### config.mk
export PLATFORM = sky130hd
export DESIGN_NAME = seven_seg_scan_ctrl
export DESIGN_NICKNAME = d
export VERILOG_FILES = /design/src/rtl/seg7_pkg.sv /design/src/rtl/seg7_font_rom.sv /design/src/rtl/seven_seg_scan_ctrl.sv
export SDC_FILE = /design/constraint.sdc
export NUM_CORES = 1
export LEC_CHECK = 0
export ABC_AREA = 1
export BUFFER_PORTS_ARGS = -buffer_cell sky130_fd_sc_hd__buf_2
export CELL_PAD_IN_SITES_DETAIL_PLACEMENT = 1
export CELL_PAD_IN_SITES_GLOBAL_PLACEMENT = 1
export CORE_MARGIN = 5
export CORE_UTILIZATION = 38
export CTS_CLUSTER_DIAMETER = 50
export CTS_CLUSTER_SIZE = 20
export DETAILED_ROUTE_END_ITERATION = 16
export PLACE_DENSITY = 0.89
export SLEW_MARGIN = 0
export SYNTH_ARGS = -nofsm -noshare
export SYNTH_HDL_FRONTEND = slang
export SYNTH_SLANG_ARGS = --single-unit
### constraint.sdc
create_clock -name clk -period 1.94 [get_ports clk]
set_input_delay 0.291 -clock clk [delete_from_list [all_inputs] [get_ports clk]]
set_output_delay 0.291 -clock clk [all_outputs]
set_load 0.01 [all_outputs]
### src/rtl/seg7_pkg.sv
// ---------------------------------------------------------------------------
// seg7_pkg
// Shared definitions for the seven-segment display blocks.
//   SEG_A..SEG_G : bit positions of each segment in a 7-bit segment vector.
//                  Segment a is bit 6 and segment g is bit 0.
//   FONT         : hex glyphs 0..F, active-high, packed in abcdefg order.
//   scan_state_e : scanner slot phase (BLANK = anti-ghost gap, SHOW = digit on).
// ---------------------------------------------------------------------------
package seg7_pkg;

  localparam int SEG_A = 6;
  localparam int SEG_B = 5;
  localparam int SEG_C = 4;
  localparam int SEG_D = 3;
  localparam int SEG_E = 2;
  localparam int SEG_F = 1;
  localparam int SEG_G = 0;

  localparam logic [6:0] FONT [16] = '{
    7'b1111110,  // 0
    7'b0110000,  // 1
    7'b1101101,  // 2
    7'b1111001,  // 3
    7'b0110011,  // 4
    7'b1011011,  // 5
    7'b1011111,  // 6
    7'b1110000,  // 7
    7'b1111111,  // 8
    7'b1111011,  // 9
    7'b1110111,  // A
    7'b0011111,  // b
    7'b1001110,  // C
    7'b0111101,  // d
    7'b1001111,  // E
    7'b1000111   // F
  };

  typedef enum logic {
    BLANK = 1'b0,
    SHOW  = 1'b1
  } scan_state_e;

endpackage

### src/rtl/seg7_font_rom.sv
// ---------------------------------------------------------------------------
// seg7_font_rom
// Combinational hex-to-segment lookup with selectable output polarity.
// Parameters:
//   ACTIVE_LOW : 1 = a lit segment is driven 0.
// Ports:
//   i_val : 4-bit hex value to display.
//   o_seg : segments, bit 6 = a ... bit 0 = g, polarity applied.
// ---------------------------------------------------------------------------
module seg7_font_rom
  import seg7_pkg::*;
#(
  parameter bit ACTIVE_LOW = 1'b1
) (
  input  logic [3:0] i_val,
  output logic [6:0] o_seg
);

  // The FONT table is packed assuming a..g occupy bits 6..0 in order; stop
  // elaboration if the segment index constants ever drift from that layout.
  generate
    if ((SEG_A != 6) || (SEG_B != 5) || (SEG_C != 4) || (SEG_D != 3) ||
        (SEG_E != 2) || (SEG_F != 1) || (SEG_G != 0)) begin : g_bad_layout
      $error("seg7_font_rom: segment index constants do not match FONT packing");
    end
  endgenerate

  logic [6:0] w_seg_hi;

  assign w_seg_hi = FONT[i_val];
  assign o_seg    = ACTIVE_LOW ? ~w_seg_hi : w_seg_hi;

endmodule

### src/rtl/seven_seg_scan_ctrl.sv
// ---------------------------------------------------------------------------
// seven_seg_scan_ctrl
// Time-multiplexed seven-segment scanner for NUM_DIGITS hex digits sharing one
// cathode bus. Each digit owns a slot of SLOT_CYCLES clocks: the first
// BLANK_CYCLES keep every anode off (anti-ghosting), the remainder show the
// digit gated by per-digit blanking and a global 16-step PWM brightness.
// The digit value, dp and blank flags are captured at slot start so input
// changes during a slot never tear the displayed glyph.
// Ports:
//   clk        : system clock.
//   rst        : synchronous reset, active-high.
//   digits     : digit i in bits [4i+3:4i].
//   dp_in      : decimal point request per digit.
//   blank_in   : 1 keeps digit i dark for its whole slot.
//   brightness : PWM duty, 0 = dark, 15 = always on (sampled live).
//   anode      : registered digit enables (polarity ANODE_ACTIVE_LOW).
//   cathode    : registered segments, bit6 = a .. bit0 = g (SEG_ACTIVE_LOW).
//   dp_out     : registered decimal point segment (SEG_ACTIVE_LOW).
// ---------------------------------------------------------------------------
module seven_seg_scan_ctrl
  import seg7_pkg::*;
#(
  parameter int NUM_DIGITS       = 8,
  parameter int SLOT_CYCLES      = 100000,
  parameter int BLANK_CYCLES     = 2000,
  parameter bit ANODE_ACTIVE_LOW = 1'b1,
  parameter bit SEG_ACTIVE_LOW   = 1'b1
) (
  input  logic                    clk,
  input  logic                    rst,
  input  logic [4*NUM_DIGITS-1:0] digits,
  input  logic [NUM_DIGITS-1:0]   dp_in,
  input  logic [NUM_DIGITS-1:0]   blank_in,
  input  logic [3:0]              brightness,
  output logic [NUM_DIGITS-1:0]   anode,
  output logic [6:0]              cathode,
  output logic                    dp_out
);

  localparam int CNT_W = (SLOT_CYCLES > 1) ? $clog2(SLOT_CYCLES) : 1;
  localparam int IDX_W = (NUM_DIGITS > 1) ? $clog2(NUM_DIGITS) : 1;
  // Per-digit inputs are padded to a power of two so a variable index by
  // r_idx can never address past the end of the array.
  localparam int PAD_N = 1 << IDX_W;

  localparam logic [CNT_W-1:0] CNT_LAST   = CNT_W'(SLOT_CYCLES - 1);
  localparam logic [CNT_W-1:0] CNT_BLANK  = CNT_W'(BLANK_CYCLES);
  localparam logic [IDX_W-1:0] IDX_LAST   = IDX_W'(NUM_DIGITS - 1);
  localparam scan_state_e      ST_RESET   = (BLANK_CYCLES == 0) ? SHOW : BLANK;
  localparam logic [NUM_DIGITS-1:0] ANODE_OFF =
    ANODE_ACTIVE_LOW ? {NUM_DIGITS{1'b1}} : {NUM_DIGITS{1'b0}};
  localparam logic [6:0]       SEG_OFF    = SEG_ACTIVE_LOW ? 7'h7F : 7'h00;
  localparam logic             DP_OFF     = SEG_ACTIVE_LOW;

  generate
    if ((NUM_DIGITS < 1) || (NUM_DIGITS > 16)) begin : g_bad_num_digits
      $error("seven_seg_scan_ctrl: NUM_DIGITS must be in 1..16");
    end
    if ((BLANK_CYCLES < 0) || (SLOT_CYCLES <= BLANK_CYCLES)) begin : g_bad_slot
      $error("seven_seg_scan_ctrl: need 0 <= BLANK_CYCLES < SLOT_CYCLES");
    end
  endgenerate

  // State
  scan_state_e      r_state;
  logic [CNT_W-1:0] r_cnt;
  logic [IDX_W-1:0] r_idx;
  logic [3:0]       r_pwm;
  logic             r_first;      // first clock out of reset: load slot-0 snapshot
  logic [3:0]       r_snap_val;
  logic             r_snap_dp;
  logic             r_snap_blank;

  // Next-state / decode
  scan_state_e      w_state_next;
  logic             w_wrap;
  logic             w_load;
  logic             w_lit;
  logic [CNT_W-1:0] w_cnt_next;
  logic [IDX_W-1:0] w_idx_next;
  logic [6:0]       w_font_seg;

  logic [3:0]            w_digit_arr [PAD_N];
  logic [PAD_N-1:0]      w_dp_pad;
  logic [PAD_N-1:0]      w_blank_pad;
  logic [NUM_DIGITS-1:0] w_onehot;

  genvar gi;
  generate
    for (gi = 0; gi < PAD_N; gi++) begin : g_pad
      if (gi < NUM_DIGITS) begin : g_real
        assign w_digit_arr[gi] = digits[4*gi +: 4];
        assign w_dp_pad[gi]    = dp_in[gi];
        assign w_blank_pad[gi] = blank_in[gi];
      end else begin : g_fill
        assign w_digit_arr[gi] = 4'h0;
        assign w_dp_pad[gi]    = 1'b0;
        assign w_blank_pad[gi] = 1'b1;
      end
    end
    for (gi = 0; gi < NUM_DIGITS; gi++) begin : g_onehot
      assign w_onehot[gi] = (r_idx == IDX_W'(gi));
    end
  endgenerate

  seg7_font_rom #(
    .ACTIVE_LOW (SEG_ACTIVE_LOW)
  ) u_font (
    .i_val (r_snap_val),
    .o_seg (w_font_seg)
  );

  // FSM state register
  always_ff @(posedge clk) begin
    if (rst) begin
      r_state <= ST_RESET;
    end else begin
      r_state <= w_state_next;
    end
  end

  // Next-state and lit decode
  always_comb begin
    w_wrap       = (r_cnt == CNT_LAST);
    w_cnt_next   = w_wrap ? '0 : r_cnt + CNT_W'(1);
    w_idx_next   = r_idx;
    if (w_wrap) begin
      w_idx_next = (r_idx == IDX_LAST) ? '0 : r_idx + IDX_W'(1);
    end
    // Snapshot at every slot boundary, plus once right after reset so the
    // reset slot shows digit 0 instead of the cleared snapshot.
    w_load       = w_wrap || r_first;
    w_state_next = r_state;
    case (r_state)
      BLANK: begin
        if (w_cnt_next == CNT_BLANK) begin
          w_state_next = SHOW;
        end
      end
      SHOW: begin
        if (w_wrap && (BLANK_CYCLES > 0)) begin
          w_state_next = BLANK;
        end
      end
      default: w_state_next = ST_RESET;
    endcase
    // brightness 15 must be always-on, which pwm < 15 alone cannot express.
    w_lit = (r_state == SHOW) && !r_snap_blank &&
            ((brightness == 4'hF) || (r_pwm < brightness));
  end

  // Counters, snapshot and registered outputs
  always_ff @(posedge clk) begin
    if (rst) begin
      r_cnt        <= '0;
      r_idx        <= '0;
      r_pwm        <= '0;
      r_first      <= 1'b1;
      r_snap_val   <= '0;
      r_snap_dp    <= 1'b0;
      r_snap_blank <= 1'b0;
      anode        <= ANODE_OFF;
      cathode      <= SEG_OFF;
      dp_out       <= DP_OFF;
    end else begin
      r_cnt   <= w_cnt_next;
      r_idx   <= w_idx_next;
      r_pwm   <= r_pwm + 4'd1;
      r_first <= 1'b0;
      if (w_load) begin
        r_snap_val   <= w_digit_arr[w_idx_next];
        r_snap_dp    <= w_dp_pad[w_idx_next];
        r_snap_blank <= w_blank_pad[w_idx_next];
      end
      // Cathode is forced off with the anode so the next digit never sees a
      // stale glyph on the shared bus.
      if (w_lit) begin
        anode   <= ANODE_ACTIVE_LOW ? ~w_onehot : w_onehot;
        cathode <= w_font_seg;
        dp_out  <= r_snap_dp ? ~DP_OFF : DP_OFF;
      end else begin
        anode   <= ANODE_OFF;
        cathode <= SEG_OFF;
        dp_out  <= DP_OFF;
      end
    end
  end

endmodule

==> results.sh, run 1 <==
export IMPL_status="finished with violations"
export IMPL_violations="negative setup slack"
export IMPL_diodes=0
export IMPL_dieArea_mm2=0.00963
export IMPL_portBuffers=69
export IMPL_slowest_delay_ns=0.36
export IMPL_clk_pin_slew_ns=0.10
export IMPL_multiInputGateArea_mm2=0.00180
export IMPL_power_density_mw_per_mm2=524
export IMPL_critPathLaunchType="flop"
export IMPL_cts_buffer_depth=2
export IMPL_hold_class="in2reg"
export IMPL_peakVddDrop_v=0.000273
export IMPL_maxSlewViolCount=0
export IMPL_ios=70
export IMPL_tritoncts="built"
export IMPL_cp_startpoint="r_idx[0]"
export IMPL_min_period_ns=2.03
export IMPL_clk_latency_ns=0.31
export IMPL_maxSlewHeadroom=0.711
export IMPL_coreArea_mm2=0.00765
export IMPL_grt_ovfl_total=0
export IMPL_fin_ws_ns=-0.0938
export IMPL_die_w_um=98.1
export IMPL_rsz0062_at_grt="true"
export IMPL_synth_edf_count=0
export IMPL_dr_first_iter_drc_count=124
export IMPL_ys_ff_latch=48
export IMPL_required_ns=2.15
export IMPL_fin_util=0.503
export IMPL_synth_compound_area_share=0.0619
export IMPL_synth_fp_nets=482
export IMPL_grt_first_pass_wirelength_um=15600
export IMPL_crit_type="reg2reg"
export IMPL_drt_first_pass_iters=4
export IMPL_rows=32
export IMPL_wl_um=10100
export IMPL_ant_nets=0
export IMPL_area_growth_pct=30.4
export IMPL_cts_sinks=48
export IMPL_worst_ep_arrival_time_ns=2.25
export IMPL_final_common_cell="nand2_1"
export IMPL_place_worst_setup_slack_ns=-0.0116
export IMPL_numCtsBuffers=5
export IMPL_syn_mean_instance_area_um2=7.16
export IMPL_finalHoldViolations=0
export IMPL_r2r_start="r_idx[0]"
export IMPL_start_util=0.386
export IMPL_setup_viol=4
export IMPL_nets=576
export IMPL_timing_reg2reg_worst_path_depth=13
export IMPL_first_global_vias=3329
export IMPL_crit_chain="ha_1, ha_2, nor2_4, inv_1, nand4_1, buf_6, nand2_8, nand2_2, nand3_1, nand3_1, nand3_1, nand2_1, inv_1"
export IMPL_leakagePower_nw=1.75
export IMPL_vias=3113
export IMPL_avgViaCountPerCell=5.11
export IMPL_final_area_mm2=0.00385
export IMPL_hold_buffers=0
export IMPL_wl_per_cell_um=16.6
export IMPL_layout_drive_gt1_share=0.337
export IMPL_seq_area_um2=982
export IMPL_layout_common_cells="nand2_1 (80), buf_2 (69), nand3_1 (57)"
export IMPL_rrSetupSlack_ns=-0.09
export IMPL_synthesis_area_mm2=0.00295
export IMPL_h_tree_depth=2
export IMPL_crit_path_top_delay_cell="dfxtp_2"
export IMPL_track_usage=0.193
export IMPL_synthMuxAreaShare=0
export IMPL_power_total_w=0.00201
export IMPL_max_slew_worst_pin_slew_ns=0.434
export IMPL_cts_root_buf="clkbuf_8"
export IMPL_synthSimpleGateAreaFrac=0.419
export IMPL_synth_cells=412
export IMPL_yosys_warnings=0
export IMPL_timing_rr_end="r_snap_dp"
export IMPL_dp_final_hpwl_um=6990
export IMPL_seq_area_frac_synth=0.326
export IMPL_synthAdderAreaFrac=0.0679
export IMPL_period_share=1.05
export IMPL_cp_endpoint="r_snap_dp"
export IMPL_path_max_fanout=9
export IMPL_maxCapViolCount=0
export IMPL_synth_top_flop_cell="dfxtp_1"
export IMPL_ys_types=43
export IMPL_synth_top_family_by_area="simple AND/OR/NAND/NOR gates"
export IMPL_fmax_mhz=492
export IMPL_synthArstFlopShare=0
export IMPL_critPathCaptureType="flop"
export IMPL_postPlaceCellArea_mm2=0.00349
export IMPL_fin_hold_ws_ns=0.418
export IMPL_antenna_found_initial=0
export IMPL_synthXorXnorAreaFrac=0.0297
export IMPL_grt_max_degree=25
export IMPL_drc=0
export IMPL_crit_path_frequent_cell="nand3_1"
export IMPL_die_h_um=98.1
export IMPL_place_gp_congestion=0.893
export IMPL_finClkSkew_ns=0.00758
export IMPL_fillers=989
-- flip-flops by register name, summed over array words and instances, names as in the netlist --
name and cells:
r_state 1, r_first 1, r_snap_val 4, cathode 7
anode 8, r_snap_dp 1, r_snap_blank 1, r_cnt 17
r_idx 3, dp_out 1, r_pwm 4
-- layer usage --
layer | share of wire | track usage | up-vias
met5 | 0 | 0 | -
met4 | 0.032 | 0.0639 | 0
met3 | 0.052 | 0.0371 | 26
met2 | 0.49 | 0.333 | 104
met1 | 0.43 | 0.242 | 1467
li1 | - | - | 1516
-- logic make-up (layout without fill, tap and decap cells) --
kind of cell | Yosys count | after routing
AOI/OAI and AO/OA | 29 | 29
xor gates and xnor gates | 10 | 10
adders and majority gates | 16 | 16
buffers and inverters | 64 | 158
DFF | 48 | 48
and+or+nand+nor | 245 | 246
-- worst min path at each step --
stage	from	end	slack (ns)	depth (start not counted)
floorplan	rst	r_first	0.32	0
global placement	r_snap_dp	dp_out	0.40	1
detailed placement	r_snap_dp	dp_out	0.40	1
CTS	digits[7]	r_snap_val[3]	0.40	7
global route	rst	r_first	0.42	2
finish	rst	r_first	0.42	2
-- critical path: cells and delay by family, from the launching register on --
family | cells | cell delay, ns
and+or+nand+nor | 8 | 0.85
DFF | 1 | 0.36
buffers and inverters | 3 | 0.29
adders and majority gates | 2 | 0.42
-- report_power, final --
group	leakage, nW	total, W	switching, W	internal [W]
combinational	1.30	0.000210	0.000110	0.0000996
clock	0.0583	0.000779	0.000390	0.000389
sequential	0.396	0.00103	0.0000250	0.00100
total	1.75	0.00201	0.000525	0.00149
-- final cells by class --
cell class	count	area share
well taps	102	0.0332
repair buffers	98	0.160
clock buffers	5	0.0179
flip-flops and latches	48	0.255
multi-input cells	301	0.468
inverters	52	0.0530
clock inverters	3	0.0124
-- cell usage after synthesis, types with 2 or more instances --
master,number,area share
nand3b_1,2,0.0051
nand3_1,60,0.10
nand3_2,8,0.027
buf_6,3,0.011
nand4_1,8,0.017
inv_2,8,0.010
dfxtp_1,48,0.33
ha_1,16,0.068
xnor2_1,2,0.0059
inv_1,44,0.056
nand2_4,5,0.019
nand3_4,2,0.012
o21ai_2,2,0.0059
nor3_1,7,0.012
nor2_1,54,0.069
buf_2,2,0.0034
a21oi_1,4,0.0068
nand2_2,7,0.015
nand2_1,82,0.10
clkbuf_1,4,0.0051
xor2_1,8,0.024
o21ai_0,15,0.025
-- stage by stage --
step / TNS, ns / std cells
final: -0.220 / 609
after global routing: -0.686 / 609
after CTS: 0 / 598
after detailed placement: -0.0116 / 590
after global placement: 0 / 590
after floorplan: 0 / 412
-- timing repair --
| item | CTS | global route |
|---|---|---|
| setup endpoints to repair | 4 | 7 |
| gates cloned | 0 | 2 |
| gates resized for setup | 4 | 35 |
| buffers inserted | 0 | 9 |
| pin swaps | 0 | 9 |
(Power assumes the default switching activity.)
==> inputs of run 2 (changes only) <==
--- a/config.mk
+++ b/config.mk
@@ -7,6 +7,7 @@
 export LEC_CHECK = 0
 export ABC_AREA = 1
 export BUFFER_PORTS_ARGS = -buffer_cell sky130_fd_sc_hd__buf_2
+export CAP_MARGIN = 0
 export CELL_PAD_IN_SITES_DETAIL_PLACEMENT = 1
 export CELL_PAD_IN_SITES_GLOBAL_PLACEMENT = 1
 export CORE_MARGIN = 5
@@ -14,6 +15,7 @@
 export CTS_CLUSTER_DIAMETER = 50
 export CTS_CLUSTER_SIZE = 20
 export DETAILED_ROUTE_END_ITERATION = 16
+export MAX_ROUTING_LAYER = met4
 export PLACE_DENSITY = 0.89
 export SLEW_MARGIN = 0
 export SYNTH_ARGS = -nofsm -noshare
==> results.sh, run 2 (synthesis results as in run 1) <==
export IMPL_layout_common_cells="nand2_1 (81), buf_2 (69), nand3_1 (58)"
export IMPL_switchingPower_w=0.000502
export IMPL_avgViaCountPerCell=5.16
export IMPL_hold_class="in2reg"
export IMPL_swShare=0.265
export IMPL_numCtsBuffers=5
export IMPL_coreArea_mm2=0.00765
export IMPL_ant_nets=0
export IMPL_finalHoldViolations=0
export IMPL_start_util=0.386
export IMPL_grt_max_degree=25
export IMPL_final_area_mm2=0.00376
export IMPL_multiInputGateArea_mm2=0.00180
export IMPL_place_gp_congestion=0.910
export IMPL_power_density_mw_per_mm2=504
export IMPL_clk_pin_slew_ns=0.10
export IMPL_vias=3130
export IMPL_final_common_cell="nand2_1"
export IMPL_die_h_um=98.1
export IMPL_p_seq_frac=0.543
export IMPL_critPathLaunchType="flop"
export IMPL_dp_final_hpwl_um=6980
export IMPL_power_internal_w=0.00139
export IMPL_wl_per_cell_um=16.4
export IMPL_clk_latency_ns=0.31
export IMPL_max_slew_worst_pin_slew_ns=0.442
export IMPL_fin_setup_tns_ns=0
export IMPL_cts_buffer_depth=2
export IMPL_critPathCaptureType="flop"
export IMPL_peakVddDrop_v=0.000262
export IMPL_grt_first_pass_wirelength_um=15900
export IMPL_cts_sinks=48
export IMPL_top_regs="r_cnt: 17 flops, anode: 8 flops, cathode: 7 flops"
export IMPL_tritoncts="built"
export IMPL_setup_viol=0
export IMPL_place_worst_setup_slack_ns=-0.0634
export IMPL_dr_first_iter_drc_count=171
export IMPL_min_period_ns=1.93
export IMPL_largest_reg_flops=17
export IMPL_area_growth_pct=27.4
export IMPL_dp_cells=589
export IMPL_maxSlewHeadroom=0.705
export IMPL_postPlaceCellArea_mm2=0.00348
export IMPL_regMostFlops="r_cnt"
export IMPL_first_global_vias=3412
export IMPL_diodes=0
export IMPL_track_usage=0.206
export IMPL_seq_area_um2=968
export IMPL_path_max_fanout=8
export IMPL_maxCapViolCount=0
export IMPL_instances_no_fill=607
export IMPL_required_ns=2.16
export IMPL_grt_ovfl_total=0
export IMPL_finClkSkew_ns=0.00840
export IMPL_drt_first_pass_iters=4
export IMPL_rows=32
export IMPL_ios=70
export IMPL_leakagePower_nw=1.73
export IMPL_status="completed"
export IMPL_fin_ws_ns=0.00951
export IMPL_dieArea_mm2=0.00963
export IMPL_crit_type="reg2reg"
export IMPL_p_comb_frac=0.113
export IMPL_drc=0
export IMPL_nets=574
export IMPL_antenna_found_initial=0
export IMPL_layout_drive_gt1_share=0.317
export IMPL_fillers=994
export IMPL_wl_um=9940
export IMPL_maxSlewViolCount=0
export IMPL_clkPwrFrac=0.344
export IMPL_cts_root_buf="clkbuf_8"
export IMPL_h_tree_depth=2
export IMPL_die_w_um=98.1
export IMPL_fmax_mhz=518
export IMPL_portBuffers=69
export IMPL_period_share=0.995
export IMPL_worst_ep_arrival_time_ns=2.16
## run 2: changes by cell type in the layout (fill, tap and decap cells not counted), moves of 2 or more
cell,previous run,this run
dfxtp_1,39,44
nand2_4,4,6
nor2_1,50,52
dfxtp_2,5,3
o21ai_1,0,4
dfxtp_4,4,1
clkinvlp_4,1,3
o21ai_0,15,10
inv_1,41,43
inv_2,9,7
clkinv_4,3,1
## run 2: path summary, 6_finish.rpt
kind	startpoint	to	slack, ns	depth (start not counted)
hold reg to reg	r_snap_dp	dp_out	0.42	1
hold / removal	rst	r_idx[1]	0.34	2
setup reg to reg	r_cnt[13]	r_snap_val[0]	0.01	11
setup / recovery	r_cnt[13]	r_snap_val[0]	0.01	11
## run 2: area by class of cell
class	instances	share of cell area
timing repair buffer	95	0.149
clock buffer	6	0.0220
multi-input combinational	302	0.479
clock inverter	2	0.00399
inverter	52	0.0543
tap	102	0.0340
sequential	48	0.258
## run 2: layer usage
layer | track usage | routed length (um) | vias to the layer above | share of wire
met4 | 0.0692 | 243 | 0 | 0.024
li1 | - | - | 1514 | -
met1 | 0.245 | 4240 | 1475 | 0.43
met2 | 0.354 | 4910 | 117 | 0.49
met3 | 0.0293 | 543 | 24 | 0.055
met5 | - | 0 | - | 0
## run 2: worst max-delay path: stages, from the launching register on
cell and delay [ns]:
dfxtp_1 0.39, inv_1 0.12, nand3_1 0.15, nor2_4 0.22, nand3_4 0.15, o21ai_4 0.17, buf_4 0.19, nand3_1 0.11
nand3_1 0.11, nand3_1 0.10, nand2_1 0.08, inv_1 0.03
## run 2: stage by stage
step / hold slack [ns] / total power, W / util
after global routing: 0.333 / 0.00198 / 0.491
after detailed placement: 0.400 / 0.00126 / 0.455
after floorplan: 0.319 / 0.00116 / -
final: 0.342 / 0.00190 / 0.491
after CTS: 0.319 / 0.00191 / 0.476
after global placement: 0.390 / 0.00124 / 0.455
## run 2: repair_timing
item,in CTS,in global routing
buffers inserted,2,6
setup endpoints to repair,6,7
pin swaps,1,2
gates resized for setup,9,23
hold buffers,0,0
gates cloned,2,0
## run 2: power by group through the flow
| stage | Clock, W | Sequential [W] | Combinational (W) |
|---|---|---|---|
| 6_report | 0.000653 | 0.00103 | 0.000214 |
| 5_1_grt | 0.000709 | 0.00103 | 0.000243 |
| 4_1_cts | 0.000664 | 0.00103 | 0.000213 |
| 3_5_place_dp | 0 | 0.00105 | 0.000209 |
| 3_3_place_gp | 0 | 0.00105 | 0.000193 |
| 2_1_floorplan | 0 | 0.00104 | 0.000119 |
==> inputs of run 3 (changes only) <==
--- a/config.mk
+++ b/config.mk
@@ -5,13 +5,12 @@
 export SDC_FILE = /design/constraint.sdc
 export NUM_CORES = 1
 export LEC_CHECK = 0
-export ABC_AREA = 1
 export BUFFER_PORTS_ARGS = -buffer_cell sky130_fd_sc_hd__buf_2
 export CAP_MARGIN = 0
 export CELL_PAD_IN_SITES_DETAIL_PLACEMENT = 1
 export CELL_PAD_IN_SITES_GLOBAL_PLACEMENT = 1
 export CORE_MARGIN = 5
-export CORE_UTILIZATION = 38
+export CORE_UTILIZATION = 40
 export CTS_CLUSTER_DIAMETER = 50
 export CTS_CLUSTER_SIZE = 20
 export DETAILED_ROUTE_END_ITERATION = 16
==> results.sh, run 3 <==
export IMPL_start_util=0.410
export IMPL_antenna_found_initial=1
export IMPL_power_density_mw_per_mm2=444
export IMPL_dp_cells=598
export IMPL_wl_um=16900
export IMPL_grt_max_degree=33
export IMPL_area_growth_pct=50.8
export IMPL_grt_ovfl_total=0
export IMPL_synth_compound_area_share=0.156
export IMPL_place_gp_congestion=0.941
export IMPL_synth_top_flop_cell="dfxtp_1"
export IMPL_synthArstFlopShare=0
export IMPL_slowest_delay_ns=0.37
export IMPL_synth_top_family_by_area="simple AND/OR/NAND/NOR gates"
export IMPL_crit_path_frequent_cell="buf_4"
export IMPL_ys_types=61
export IMPL_synth_fp_nets=449
export IMPL_synthSimpleGateAreaFrac=0.291
export IMPL_cts_root_buf="clkbuf_8"
export IMPL_crit_path_top_delay_cell="dfxtp_2"
export IMPL_maxCapViolCount=0
export IMPL_largest_reg_flops=17
export IMPL_yosys_warnings=0
export IMPL_numCtsBuffers=5
export IMPL_layout_common_cells="buf_4 (81), buf_2 (69), nand2_1 (49)"
export IMPL_track_usage=0.282
export IMPL_rrSetupSlack_ns=-0.52
export IMPL_path_max_fanout=5
export IMPL_maxSlewViolCount=0
export IMPL_nets=600
export IMPL_required_ns=2.17
export IMPL_tritoncts="built"
export IMPL_finalHoldViolations=0
export IMPL_drc=0
export IMPL_fin_setup_tns_ns=-3.48
export IMPL_min_period_ns=2.46
export IMPL_yosys_area_top_type_share=0.303
export IMPL_layout_drive_gt1_share=0.473
export IMPL_synthesis_area_mm2=0.00317
export IMPL_critPathCaptureType="flop"
export IMPL_postPlaceCellArea_mm2=0.00421
export IMPL_hold_class="in2reg"
export IMPL_synth_most_common_cell="nand2_1"
export IMPL_status="finished with violations"
export IMPL_instances_no_fill=634
export IMPL_period_share=1.27
export IMPL_seq_area_frac_synth=0.303
export IMPL_synthAdderAreaFrac=0.0631
export IMPL_fmax_mhz=406
export IMPL_dieArea_mm2=0.00981
export IMPL_cpLargestDelayFamily="simple AND/OR/NAND/NOR gates"
export IMPL_crit_chain="ha_4, and3b_2, nand4_1, nor4_4, buf_4, clkbuf_16, buf_4, mux2i_1, a211oi_1, nor4_2"
export IMPL_synth_cells=379
export IMPL_leakagePower_nw=2.00
export IMPL_syn_mean_instance_area_um2=8.37
export IMPL_cts_sinks=48
export IMPL_peakVddDrop_v=0.000263
export IMPL_die_w_um=99.0
export IMPL_first_global_vias=4091
export IMPL_finClkSkew_ns=0.0177
export IMPL_clk_pin_slew_ns=0.11
export IMPL_cts_buffer_depth=2
export IMPL_place_worst_setup_slack_ns=-0.286
export IMPL_ys_ff_latch=48
export IMPL_h_tree_depth=2
export IMPL_synth_edf_count=0
export IMPL_final_area_mm2=0.00478
export IMPL_die_h_um=99.0
export IMPL_portBuffers=69
export IMPL_drt_first_pass_iters=5
export IMPL_synthMuxAreaShare=0.0939
export IMPL_violations="negative setup slack"
export IMPL_ant_nets=0
export IMPL_critPathLaunchType="flop"
export IMPL_worst_ep_arrival_time_ns=2.69
export IMPL_regMostFlops="r_cnt"
export IMPL_max_slew_worst_pin_slew_ns=0.564
export IMPL_rsz0062_at_grt="true"
export IMPL_setup_viol=23
export IMPL_yosys_area_top_type="dfxtp_1"
export IMPL_synthXorXnorAreaFrac=0.0414
export IMPL_fin_ws_ns=-0.523
export IMPL_ios=70
export IMPL_rows=32
export IMPL_crit_type="reg2reg"
export IMPL_dp_final_hpwl_um=9250
export IMPL_avgViaCountPerCell=6.38
export IMPL_top_regs="r_cnt: 17 flops, anode: 8 flops, cathode: 7 flops"
export IMPL_final_common_cell="buf_4"
export IMPL_synthTopCellsByCount="nand2_1 (52), dfxtp_1 (48), nor2_1 (27)"
export IMPL_synth_area_leaders="dfxtp_1 (30%), ha_1 (6.3%), nand2_1 (6.2%)"
export IMPL_critPathBufInv=3
export IMPL_dr_first_iter_drc_count=336
export IMPL_coreArea_mm2=0.00773
export IMPL_clk_latency_ns=0.33
export IMPL_fillers=921
export IMPL_grt_first_pass_wirelength_um=21200
export IMPL_vias=4043
export IMPL_maxSlewHeadroom=0.624
export IMPL_wl_per_cell_um=26.7
[run 3: kinds of logic after synthesis]
group,after synthesis
and+or+nand+nor,167
AOI/OAI and AO/OA,68
DFF,48
buffers and inverters,37
muxes,28
adders and majority gates,16
xor gates and xnor gates,15
[run 3: routing by layer]
layer / vias to the layer above / GRT usage / share of wire
li1: 1682 / - / -
met1: 1946 / 0.300 / 0.34
met2: 289 / 0.512 / 0.50
met3: 126 / 0.0403 / 0.081
met4: 0 / 0.130 / 0.075
met5: - / - / 0
[run 3: where the power goes]
part,total [W],internal [W],switching [W]
Sequential,0.00104,0.00100,0.0000394
Combinational,0.000281,0.000129,0.000152
Clock,0.000796,0.000390,0.000406
[run 3: path summary, 6_finish.rpt]
path         startpoint      endpoint  cells after the start
min reg2reg    r_pwm[0]      r_pwm[0]                      1
min                 rst      r_pwm[0]                      2
max reg2reg    r_cnt[1]  r_snap_blank                     10
max            r_cnt[1]  r_snap_blank                     10
[run 3: cell type report]
cell class | instances | area (um^2) | share of cell area
clock buffers | 5 | 68.8 | 0.0144
multi-input cells | 294 | 2330 | 0.488
repair buffers | 166 | 1170 | 0.244
well taps | 102 | 128 | 0.0267
clock inverters | 3 | 45.0 | 0.00942
inverters | 15 | 56.3 | 0.0118
diodes | 1 | 2.50 | 0.000523
flip-flops and latches | 48 | 981 | 0.205
[run 3: through the flow]
step,utilization,hold WS (ns),power (W)
final,0.619,0.263,0.00212
after global routing,0.619,0.266,0.00219
after CTS,0.578,0.272,0.00206
after detailed placement,0.545,0.406,0.00130
after global placement,0.545,0.399,0.00128
after floorplan,-,0.319,0.00117
[run 3: repair_timing]
| action | 4_1_cts | 5_1_grt |
|---|---|---|
| resized for setup | 17 | 45 |
| gates cloned | 1 | 2 |
| hold buffers | 0 | 0 |
| pin swaps | 14 | 14 |
| setup endpoints to repair | 7 | 25 |
| setup buffers | 9 | 16 |
